`config.mk`:
```
export PLATFORM = sky130hd
export DESIGN_NAME = branch_ctrl
export DESIGN_NICKNAME = d
export VERILOG_FILES = /design/src/rtl/branch_ctrl.sv
export SDC_FILE = /design/constraint.sdc
export NUM_CORES = 1
export LEC_CHECK = 0
export CORE_AREA = 2 2 142 144
export CTS_BUF_LIST = sky130_fd_sc_hd__clkbuf_8
export DETAILED_ROUTE_END_ITERATION = 10
export DIE_AREA = 0 0 144 146
export PLACE_DENSITY = 0.77
export SLEW_MARGIN = 20
export SYNTH_ARGS = -nofsm -noshare
export SYNTH_HDL_FRONTEND = slang
export SYNTH_SLANG_ARGS = --single-unit
```
`constraint.sdc`:
```
create_clock -name clk -period 9.27 [get_ports clk]
set_input_delay 0.927 -clock clk [delete_from_list [all_inputs] [get_ports clk]]
set_output_delay 0.927 -clock clk [all_outputs]
set_load 0.02 [all_outputs]
```
`src/rtl/branch_ctrl.sv`:
```
// branch_ctrl: ID-stage branch sequencer for the pipelined MIPS core.
// Waits for branch source operands (stalling ID), evaluates the condition from
// the external comparator flags, and emits a registered one-cycle redirect /
// resolve pulse. Keeps saturating resolved/taken/stall statistics.
module branch_ctrl #(
    parameter int CNT_W = 16
) (
    input  logic             clk,
    input  logic             reset,
    input  logic             flush,
    input  logic             br_valid,
    input  logic [2:0]       br_op,
    input  logic [31:0]      br_pc,
    input  logic [15:0]      br_imm,
    input  logic             rs_ready,
    input  logic             rt_ready,
    input  logic [31:0]      rs_val,
    input  logic [31:0]      rt_val,
    output logic [31:0]      cmp_a,
    output logic [31:0]      cmp_b,
    input  logic             cmp_equal,
    input  logic             cmp_ltz,
    input  logic             cmp_eqz,
    output logic             stall,
    output logic             redirect_valid,
    output logic [31:0]      redirect_pc,
    output logic             resolved,
    output logic             resolved_taken,
    output logic [CNT_W-1:0] cnt_resolved,
    output logic [CNT_W-1:0] cnt_taken,
    output logic [CNT_W-1:0] cnt_stall
);

    localparam logic [2:0] OP_BEQ  = 3'd0;
    localparam logic [2:0] OP_BNE  = 3'd1;
    localparam logic [2:0] OP_BLEZ = 3'd2;
    localparam logic [2:0] OP_BGTZ = 3'd3;
    localparam logic [2:0] OP_BLTZ = 3'd4;
    localparam logic [2:0] OP_BGEZ = 3'd5;

    typedef enum logic [0:0] {
        ST_IDLE = 1'b0,
        ST_WAIT = 1'b1
    } state_e;

    // Operands needed by each op: two-register compares need rs and rt,
    // compare-with-zero ops need rs only, reserved ops need nothing.
    function automatic logic ops_ready(input logic [2:0] op, input logic rs_rdy,
                                       input logic rt_rdy);
        logic rdy;
        case (op)
            OP_BEQ, OP_BNE:                     rdy = rs_rdy & rt_rdy;
            OP_BLEZ, OP_BGTZ, OP_BLTZ, OP_BGEZ: rdy = rs_rdy;
            default:                            rdy = 1'b1;
        endcase
        return rdy;
    endfunction

    // Branch condition from the comparator flags; reserved ops never take.
    function automatic logic branch_taken(input logic [2:0] op, input logic eq,
                                          input logic ltz, input logic eqz);
        logic tk;
        case (op)
            OP_BEQ:  tk = eq;
            OP_BNE:  tk = ~eq;
            OP_BLEZ: tk = ltz | eqz;
            OP_BGTZ: tk = ~ltz & ~eqz;
            OP_BLTZ: tk = ltz;
            OP_BGEZ: tk = ~ltz;
            default: tk = 1'b0;
        endcase
        return tk;
    endfunction

    // Target = pc + 4 + sext(imm) * 4, wrapping modulo 2^32.
    function automatic logic [31:0] branch_target(input logic [31:0] pc,
                                                  input logic [15:0] imm);
        return pc + 32'd4 + {{14{imm[15]}}, imm, 2'b00};
    endfunction

    // Saturating increment: holds at all-ones instead of wrapping.
    function automatic logic [CNT_W-1:0] sat_inc(input logic [CNT_W-1:0] c);
        logic [CNT_W-1:0] r;
        if (&c) begin
            r = c;
        end else begin
            r = c + {{(CNT_W-1){1'b0}}, 1'b1};
        end
        return r;
    endfunction

    state_e             state_q, state_d;
    logic [2:0]         op_q;
    logic [31:0]        pc_q;
    logic [15:0]        imm_q;

    logic [2:0]         op_s;
    logic [31:0]        pc_s;
    logic [15:0]        imm_s;
    logic               active_s;
    logic               ready_s;
    logic               stall_s;
    logic               decide_s;
    logic               taken_s;

    logic               resolved_q;
    logic               resolved_taken_q;
    logic               redirect_valid_q;
    logic [31:0]        redirect_pc_q;
    logic [CNT_W-1:0]   cnt_resolved_q;
    logic [CNT_W-1:0]   cnt_taken_q;
    logic [CNT_W-1:0]   cnt_stall_q;

    // The comparator always sees the live forwarded operands.
    assign cmp_a = rs_val;
    assign cmp_b = rt_val;

    // Select the branch being worked on: the latched one while waiting, else live ID.
    always_comb begin
        op_s     = br_op;
        pc_s     = br_pc;
        imm_s    = br_imm;
        active_s = br_valid;
        if (state_q == ST_WAIT) begin
            op_s     = op_q;
            pc_s     = pc_q;
            imm_s    = imm_q;
            active_s = 1'b1;
        end else begin
            op_s     = br_op;
            pc_s     = br_pc;
            imm_s    = br_imm;
            active_s = br_valid;
        end
    end

    assign ready_s = ops_ready(op_s, rs_ready, rt_ready);

    // State register.
    always_ff @(posedge clk or negedge reset) begin
        if (!reset) begin
            state_q <= ST_IDLE;
        end else begin
            state_q <= state_d;
        end
    end

    // Next-state logic: flush always returns to IDLE.
    always_comb begin
        state_d = state_q;
        if (flush) begin
            state_d = ST_IDLE;
        end else begin
            case (state_q)
                ST_IDLE: begin
                    if (br_valid && !ready_s) begin
                        state_d = ST_WAIT;
                    end else begin
                        state_d = ST_IDLE;
                    end
                end
                ST_WAIT: begin
                    if (ready_s) begin
                        state_d = ST_IDLE;
                    end else begin
                        state_d = ST_WAIT;
                    end
                end
                default: state_d = ST_IDLE;
            endcase
        end
    end

    // Output logic: stall while operands are missing (forced low in reset and on flush).
    always_comb begin
        stall_s  = 1'b0;
        decide_s = 1'b0;
        taken_s  = 1'b0;
        if (reset && !flush && active_s) begin
            stall_s  = ~ready_s;
            decide_s = ready_s;
            taken_s  = ready_s & branch_taken(op_s, cmp_equal, cmp_ltz, cmp_eqz);
        end else begin
            stall_s  = 1'b0;
            decide_s = 1'b0;
            taken_s  = 1'b0;
        end
    end

    assign stall = stall_s;

    // Capture the branch fields when ID has to wait for operands.
    always_ff @(posedge clk or negedge reset) begin
        if (!reset) begin
            op_q  <= 3'd0;
            pc_q  <= 32'd0;
            imm_q <= 16'd0;
        end else if (state_q == ST_IDLE && br_valid && !ready_s && !flush) begin
            op_q  <= br_op;
            pc_q  <= br_pc;
            imm_q <= br_imm;
        end else begin
            op_q  <= op_q;
            pc_q  <= pc_q;
            imm_q <= imm_q;
        end
    end

    // Register the decision: one-cycle resolve/redirect pulses, sticky target.
    always_ff @(posedge clk or negedge reset) begin
        if (!reset) begin
            resolved_q       <= 1'b0;
            resolved_taken_q <= 1'b0;
            redirect_valid_q <= 1'b0;
            redirect_pc_q    <= 32'd0;
        end else begin
            resolved_q       <= decide_s;
            resolved_taken_q <= taken_s;
            redirect_valid_q <= taken_s;
            if (taken_s) begin
                redirect_pc_q <= branch_target(pc_s, imm_s);
            end else begin
                redirect_pc_q <= redirect_pc_q;
            end
        end
    end

    // Saturating statistics counters.
    always_ff @(posedge clk or negedge reset) begin
        if (!reset) begin
            cnt_resolved_q <= {CNT_W{1'b0}};
            cnt_taken_q    <= {CNT_W{1'b0}};
            cnt_stall_q    <= {CNT_W{1'b0}};
        end else begin
            cnt_resolved_q <= decide_s ? sat_inc(cnt_resolved_q) : cnt_resolved_q;
            cnt_taken_q    <= taken_s  ? sat_inc(cnt_taken_q)    : cnt_taken_q;
            cnt_stall_q    <= stall_s  ? sat_inc(cnt_stall_q)    : cnt_stall_q;
        end
    end

    assign resolved       = resolved_q;
    assign resolved_taken = resolved_taken_q;
    assign redirect_valid = redirect_valid_q;
    assign redirect_pc    = redirect_pc_q;
    assign cnt_resolved   = cnt_resolved_q;
    assign cnt_taken      = cnt_taken_q;
    assign cnt_stall      = cnt_stall_q;

endmodule

```
==> summary.txt, run 1 <==
Clock tree
  – Max Buffers Root-to-Sink: 2
  – Cts hold-fix bufs: 0
  – Clock transition at path regs: 0.08 ns
  – Clock latency on the worst-skew pair: 0.46 ns
  – Clock Root Buffer: clkbuf_8
  – CTS-repair resized insts: 0
  – CTS tree: built
  – H-tree depth: 4
  – Setup Fix Bufs, Post-CTS: 0
  – # clock sinks: 134
  – Num CTS Buffers: 17

Timing
  – Slew HR: 0.4535
  – Clock Skew: 0.01003 ns
  – Setup TNS: 0 ns
  – WHS: 0.4768 ns
  – Achievable frequency: 231.0 MHz
  – Fin. Hold Viols: 0
  – Worst Tran Pin Value: 0.8197 ns
  – Final setup fails: 0
  – Final Max Tran Viols: 0
  – RSZ-0062 raised after global routing: false
  – Post-layout minimum cycle time: 4.330 ns
  – Fin crit share: 0.4671

Final layout
  – Area Growth Syn to Fin: 18.37%
  – # diodes: 0
  – Share of cells above drive strength 1: 0.1589
  – Post-route cell area: 10160 µm²
  – Final nets: 1098

Global route
  – Largest net degree at the start of global routing: 74
  – Vias in the first global route: 6147
  – Grt total ovfl: 0
  – First-pass GRT wire length: 31280 µm
  – Gr usage total: 0.1874
  – Initial antenna violation count: 2

Drt
  – DR iter-0 viols: 357
  – Vias post-DR: 6389
  – Number of detailed-route iterations in the first pass: 6
  – Drt via density: 5.369
  – Drt wl/cell: 16.46 µm
  – DRC: 0
  – Final ANT Viol Nets: 0
  – Routed WL: 19590 µm

Placed design
  – IO buf count: 143
  – Placer Congestion: 0.8951
  – DP HPWL: 14370 µm
  – Post-place instance area: 9759 µm²

Power
  – Tot Pwr: 2.195 mW
  – Leakage power: 4.409 nW
  – Pwr per Cell Area: 216.0 nW/µm²
  – Max VDD drop: 0.09868 mV

Synthesis
  – Synthesized area per cell: 10.17 µm²
  – Most common cell in the synthesized netlist: dfrtp_1
  – Post-Syn Area: 8582 µm²
  – YS warnings: 0
  – Multiplexer share of the synthesized area: 0.1395
  – #FFs+latches synth: 134
  – Distinct cells, synth: 61
  – Async SR Flop Fraction: 1.000
  – Synth Area in Compound Gates: 0.1007
  – Main combinational cell family by area after synthesis: multiplexers
  – Main synth FF type: dfrtp_1
  – EDFF count, synth: 0
  – Gate Count Post-Synth: 844
  – Seq/Total Area, Yosys: 0.3907
  – Area leader, netlist: dfrtp_1
  – Share of the synthesized area in the top cell type: 0.3907
  – Synthesized Nets: 1029
  – Post-synthesis adder-cell area fraction: 0.08981
  – Xor/xnor share of the synthesized area: 0.06532
  – Synth top cells by count: dfrtp_1 (134), mux2_2 (94), nand2_1 (74)
  – Area contributors post-synth: dfrtp_1 (39%), mux2_2 (12%), ha_1 (8.7%)
  – Simple-gate share of the synthesized area: 0.1314

Floorplan
  – Die area: 21020 µm²
  – Row count: 51
  – Die width: 144 µm
  – Core area: 19330 µm²
  – Initial core utilization: 0.4439
  – Num ports: 272
  – Die Y: 146 µm

Setup path
  – Req. time, crit path: 9.59 ns
  – Critical path launch point: state_q$_DFF_PN0_
  – Data arrival time of the critical path: 4.65 ns
  – Worst reg-to-reg path cell count: 13
  – RR Endpoint: redirect_pc[29]$_DFFE_PN0P_
  – Critical Path Source Type: flip-flop
  – Critical path capture point: redirect_pc[29]$_DFFE_PN0P_
  – Crit Path Class: reg -> reg
  – Launch point of the worst reg-to-reg path: state_q$_DFF_PN0_
  – Reg2Reg Setup Slack: 4.94 ns
  – Crit. End Element: flip-flop
  – CP max FO: 48

Worst hold path
  – Worst min path class: in -> async

Status
  – Status: complete, no violations

Run
  – Max Cap Viol: 0
-- logic make-up after synthesis --
| group | count (synthesis) |
|---|---|
| simple gates | 225 |
| mux | 107 |
| fa+ha+maj | 61 |
| buf+inv | 119 |
| xor+xnor | 64 |
| compound gates | 134 |
| flops | 134 |
-- per-layer routing --
metal / vias up / global-route usage / routed length [µm]
met2: 167 / 0.2952 / 9050
met3: 43 / 0.05002 / 1236
met1: 3113 / 0.2484 / 8930
met4: 4 / 0.06569 / 347
li1: 3062 / - / -
met5: - / 0 / 26
-- placed cells by master (no fill, tap or decap), types with 6 or more instances in the layout --
cell type / n
mux2i_1: 8
dfrtp_1: 133
xnor2_1: 32
nand2_1: 74
xor2_1: 32
and3_1: 12
a21o_1: 8
inv_1: 22
a21oi_1: 35
o21ai_0: 43
nor3_1: 19
nand4_1: 19
clkdlybuf4s50_1: 142
nor2_1: 39
mux2_2: 94
nand3_1: 29
a31oi_1: 6
ha_1: 60
clkbuf_8: 20
-- through the flow --
stage | utilization | std cells | setup WS, ns
global route | 0.5254 | 1190 | 4.612
global placement | 0.5048 | 1159 | 4.955
floorplan | - | 844 | 5.377
finish | 0.5254 | 1190 | 4.940
detailed placement | 0.5048 | 1159 | 4.834
CTS | 0.5254 | 1190 | 4.930
-- layout make-up --
type | instances | area [µm²]
fill | 1728 | 9176
multi-input combinational | 591 | 4528
sequential | 134 | 3354
timing repair buffer | 147 | 1463
tap | 265 | 331.6
clock buffer | 20 | 275.3
clock inverter | 11 | 123.9
inverter | 22 | 82.58
-- sequential cells by signal (all words and copies together) (netlist names) --
signal / count
resolved: 1
redirect_pc: 32
cnt_taken: 16
redirect_valid: 1
cnt_stall: 16
op_q: 3
pc_q: 32
cnt_resolved: 16
imm_q: 16
state_q: 1
-- worst min-delay path by stage --
stage	startpoint	end	slack, ns	cells after the start
2_1_floorplan	pc_q[28]$_DFFE_PN0P_	pc_q[28]$_DFFE_PN0P_	0.45	1
3_3_place_gp	pc_q[29]$_DFFE_PN0P_	pc_q[29]$_DFFE_PN0P_	0.46	1
3_5_place_dp	redirect_pc[14]$_DFFE_PN0P_	redirect_pc[14]$_DFFE_PN0P_	0.47	2
4_1_cts	reset	redirect_pc[2]$_DFFE_PN0P_	0.49	1
5_1_grt	reset	pc_q[2]$_DFFE_PN0P_	0.51	1
6_report	reset	pc_q[2]$_DFFE_PN0P_	0.48	1
-- power by group --
part	internal [mW]	total, mW	switching [mW]
combinational	0.409	0.859	0.450
sequential	0.732	0.832	0.100
clock	0.259	0.503	0.245
-- critical path: stages, from the launching register on --
cell       delay [ns]
dfrtp_2          0.48
buf_4            0.59
mux2_2           0.41
ha_1             0.28
ha_1             0.16
inv_1            0.06
fa_1             0.39
nor2b_1          0.20
o2111ai_1        0.16
and4b_1          0.22
o31ai_2          0.45
a21boi_0         0.36
a211oi_1         0.28
o211ai_1         0.12
No activity file was read; power rests on OpenSTA's default activity.
==> run 2: changes to the inputs <==
CORE_AREA = 2 2 143 145   (was 2 2 142 144)
DIE_AREA = 0 0 145 147   (was 0 0 144 146)
PLACE_DENSITY = 0.79   (was 0.77)
clock period = 3.95 ns   (was 9.27 ns; I/O delays follow)
==> run 2 against run 1 <==
Effect of this change: utilization fell by 0.48 points; non-clock buffer count grew 10; first-iteration DRC count decreased by 16%; power rose by 150%; combinational power up 140%; worst setup slack got worse by 4.7 ns; critical path depth fell by 2; highest routed layer unchanged.
==> summary.txt, run 2 (synthesized netlist as in run 1, its figures left out) <==
Placed design
  – DP HPWL: 15120 µm (was 14370 µm)
  – IO buf count: 143 (unchanged)
  – Placer Congestion: 0.8694 (was 0.8951)
  – Dpl cells: 1173 (was 1159)

Final layout
  – Commonest non-fill, non-tap cells in the layout: clkdlybuf4s50_1 (142), dfrtp_1 (133), mux2_2 (94) (unchanged)
  – Multi-input logic area: 4528 µm² (unchanged)
  – Core Util, Final: 0.5206 (was 0.5254)
  – Area Growth Syn to Fin: 20.38% (was 18.37%)
  – Most common cell after layout, fill and taps aside: clkdlybuf4s50_1 (unchanged)
  – Share of cells above drive strength 1: 0.1667 (was 0.1589)
  – # diodes: 0 (unchanged)
  – # fillers: 1839 (was 1728)
  – Non-filler cells, final: 1206 (was 1190)
  – Final nets: 1108 (was 1098)
  – Reg area: 3357 µm² (was 3354 µm²)

Power
  – Leakage power: 4.504 nW (was 4.409 nW)
  – Seq pwr share: 0.366 (was 0.379)
  – Pint: 3.498 mW (was 1.400 mW)
  – Clock power frac: 0.255 (was 0.229)
  – Max VDD drop: 0.2565 mV (was 0.09868 mV)
  – Pwr per Cell Area: 520.9 nW/µm² (was 216.0 nW/µm²)
  – Sw frac: 0.3500 (was 0.3621)
  – Switching Power: 1.884 mW (was 0.7947 mW)
  – Combinational power share: 0.379 (was 0.392)
  – Tot Pwr: 5.382 mW (was 2.195 mW)

Timing
  – Fin. Hold Viols: 0 (unchanged)
  – Final Max Tran Viols: 0 (unchanged)
  – Achievable frequency: 272.9 MHz (was 231.0 MHz)
  – Setup TNS: 0 ns (unchanged)
  – Slew HR: 0.4839 (was 0.4535)
  – Worst Tran Pin Value: 0.7741 ns (was 0.8197 ns)
  – Clock Skew: 0.01344 ns (was 0.01003 ns)
  – Final setup fails: 0 (unchanged)
  – Fin crit share: 0.9278 (was 0.4671)
  – Post-layout minimum cycle time: 3.665 ns (was 4.330 ns)
  – RSZ-0062 raised after global routing: false (unchanged)

Drt
  – DR iter-0 viols: 301 (was 357)
  – Drt wl/cell: 16.79 µm (was 16.46 µm)
  – Routed WL: 20250 µm (was 19590 µm)
  – Drt via density: 5.322 (was 5.369)
  – Number of detailed-route iterations in the first pass: 4 (was 6)
  – DRC: 0 (unchanged)
  – Vias post-DR: 6418 (was 6389)
  – Final ANT Viol Nets: 0 (unchanged)

Setup path
  – Largest stage delay on the critical path: 0.65 ns (was 0.59 ns)
  – Critical path launch point: state_q$_DFF_PN0_ (unchanged)
  – Critical path cell sequence: buf_4 > mux2_2 > ha_1 > ha_1 > a21oi_1 > nand2_1 > nor3_1 > nor4_1 > or3_1 > or4b_1 > nand3_1 (was buf_4 > mux2_2 > ha_1 > ha_1 > inv_1 > fa_1 > nor2b_1 > o2111ai_1 > and4b_1 > o31ai_2 > a21boi_0 > a211oi_1 > o211ai_1)
  – CP Depth: 11 (was 13)
  – Req. time, crit path: 4.33 ns (was 9.59 ns)
  – Crit Path Class: reg -> reg (unchanged)
  – Worst reg-to-reg path cell count: 11 (was 13)
  – Buf/Inv on CP: 1 (was 2)
  – Launch point of the worst reg-to-reg path: state_q$_DFF_PN0_ (unchanged)
  – Critical Path Source Type: flip-flop (unchanged)
  – CP max FO: 25 (was 48)
  – RR Endpoint: redirect_pc[31]$_DFFE_PN0P_ (was redirect_pc[29]$_DFFE_PN0P_)
  – Largest delay contributor family on the critical path: simple AND/OR/NAND/NOR gates (was compound AO/OA/AOI/OAI gates)
  – CP max stage cell: dfrtp_4 (was buf_4)
  – Crit. End Element: flip-flop (unchanged)
  – Data arrival time of the critical path: 4.05 ns (was 4.65 ns)
  – Critical path's most frequent cell: ha_1 (unchanged)
  – Reg2Reg Setup Slack: 0.29 ns (was 4.94 ns)

Worst hold path
  – Worst min path class: in -> async (unchanged)

Global route
  – Grt total ovfl: 0 (unchanged)
  – Vias in the first global route: 6384 (was 6147)
  – Gr usage total: 0.1931 (was 0.1874)
  – Largest net degree at the start of global routing: 62 (was 74)
  – Initial antenna violation count: 1 (was 2)
  – First-pass GRT wire length: 33160 µm (was 31280 µm)

Floorplan
  – Die Y: 147 µm (was 146 µm)
  – Die width: 145 µm (was 144 µm)
  – Num ports: 272 (unchanged)
  – Initial core utilization: 0.4325 (was 0.4439)
  – Die area: 21320 µm² (was 21020 µm²)
  – Core area: 19840 µm² (was 19330 µm²)
  – Row count: 52 (was 51)

Status
  – Status: complete, no violations (unchanged)

Clock tree
  – Clock latency on the worst-skew pair: 0.45 ns (was 0.46 ns)
  – Max Buffers Root-to-Sink: 2 (unchanged)
  – CTS tree: built (unchanged)
  – Clock transition at path regs: 0.08 ns (about the same)
  – H-tree depth: 4 (unchanged)
  – # clock sinks: 134 (unchanged)
  – Num CTS Buffers: 17 (unchanged)
  – Clock Root Buffer: clkbuf_8 (unchanged)

Run
  – Max Cap Viol: 0 (unchanged)
[run 2: cell types whose count changed in the layout (fill, tap and decap cells not counted), sizes merged]
cell / before / now
dlygate4sd3: 0 / 1
clkinv: 5 / 4
buf: 5 / 14
bufinv: 2 / 5
inv: 23 / 24
clkinvlp: 3 / 1
[run 2: stage by stage]
stage | area, µm² | hold WS [ns] | setup slack [ns]
2_1_floorplan | 8582 | 0.09941 | 0.05697
3_3_place_gp | 9846 | 0.3091 | 0.2444
3_5_place_dp | 9846 | 0.3040 | 0.1863
4_1_cts | 10330 | 0.3773 | 0.1876
5_1_grt | 10330 | 0.4192 | 0.08509
6_report | 10330 | 0.3996 | 0.2851
[run 2: power groups by stage]
| stage | Combinational, mW | Clock [mW] | Sequential (mW) |
|---|---|---|---|
| final | 2.04 | 1.37 | 1.97 |
| after global routing | 2.25 | 1.46 | 2.02 |
| after CTS | 2.06 | 1.41 | 1.97 |
| after detailed placement | 2.05 | 0 | 2.00 |
| after global placement | 2.02 | 0 | 1.98 |
| after floorplan | 1.10 | 0 | 2.18 |
[run 2: worst register-to-register path, cell delays in order, from the launching register on]
cell     delay [ns]
dfrtp_4        0.65
buf_4          0.29
mux2_2         0.36
ha_1           0.28
ha_1           0.31
a21oi_1        0.35
nand2_1        0.10
nor3_1         0.26
nor4_1         0.09
or3_1          0.36
or4b_1         0.47
nand3_1        0.10
[run 2: worst max-delay path by stage]
stage                                  endpoint  slack, ns
global route        redirect_pc[31]$_DFFE_PN0P_       0.09
finish              redirect_pc[31]$_DFFE_PN0P_       0.29
detailed placement  redirect_pc[31]$_DFFE_PN0P_       0.19
floorplan           redirect_pc[29]$_DFFE_PN0P_       0.06
global placement    redirect_pc[31]$_DFFE_PN0P_       0.24
CTS                 redirect_pc[31]$_DFFE_PN0P_       0.19
[run 2: area by class of cell]
class,instances,area share
Inverter,22,0.007993
Clock inverter,12,0.01914
Tap cell,270,0.03270
Timing Repair Buffer,157,0.1503
Sequential cell,134,0.3249
Multi-Input combinational cell,591,0.4383
Clock buffer,20,0.02664
[run 2: what timing repair did]
action / in CTS / in global routing
gates resized for setup: 0 / 1
buffers inserted: 0 / 0
hold endpoints to repair: 32 / 0
hold buffers: 1 / 0
endpoints found under the setup margin: 0 / 1
[run 2: routing by layer]
metal  part of all wire  track usage
met1               0.46       0.2600
met2               0.47       0.3081
met3              0.051      0.04379
met4              0.020      0.06733
met5            0.00064            0
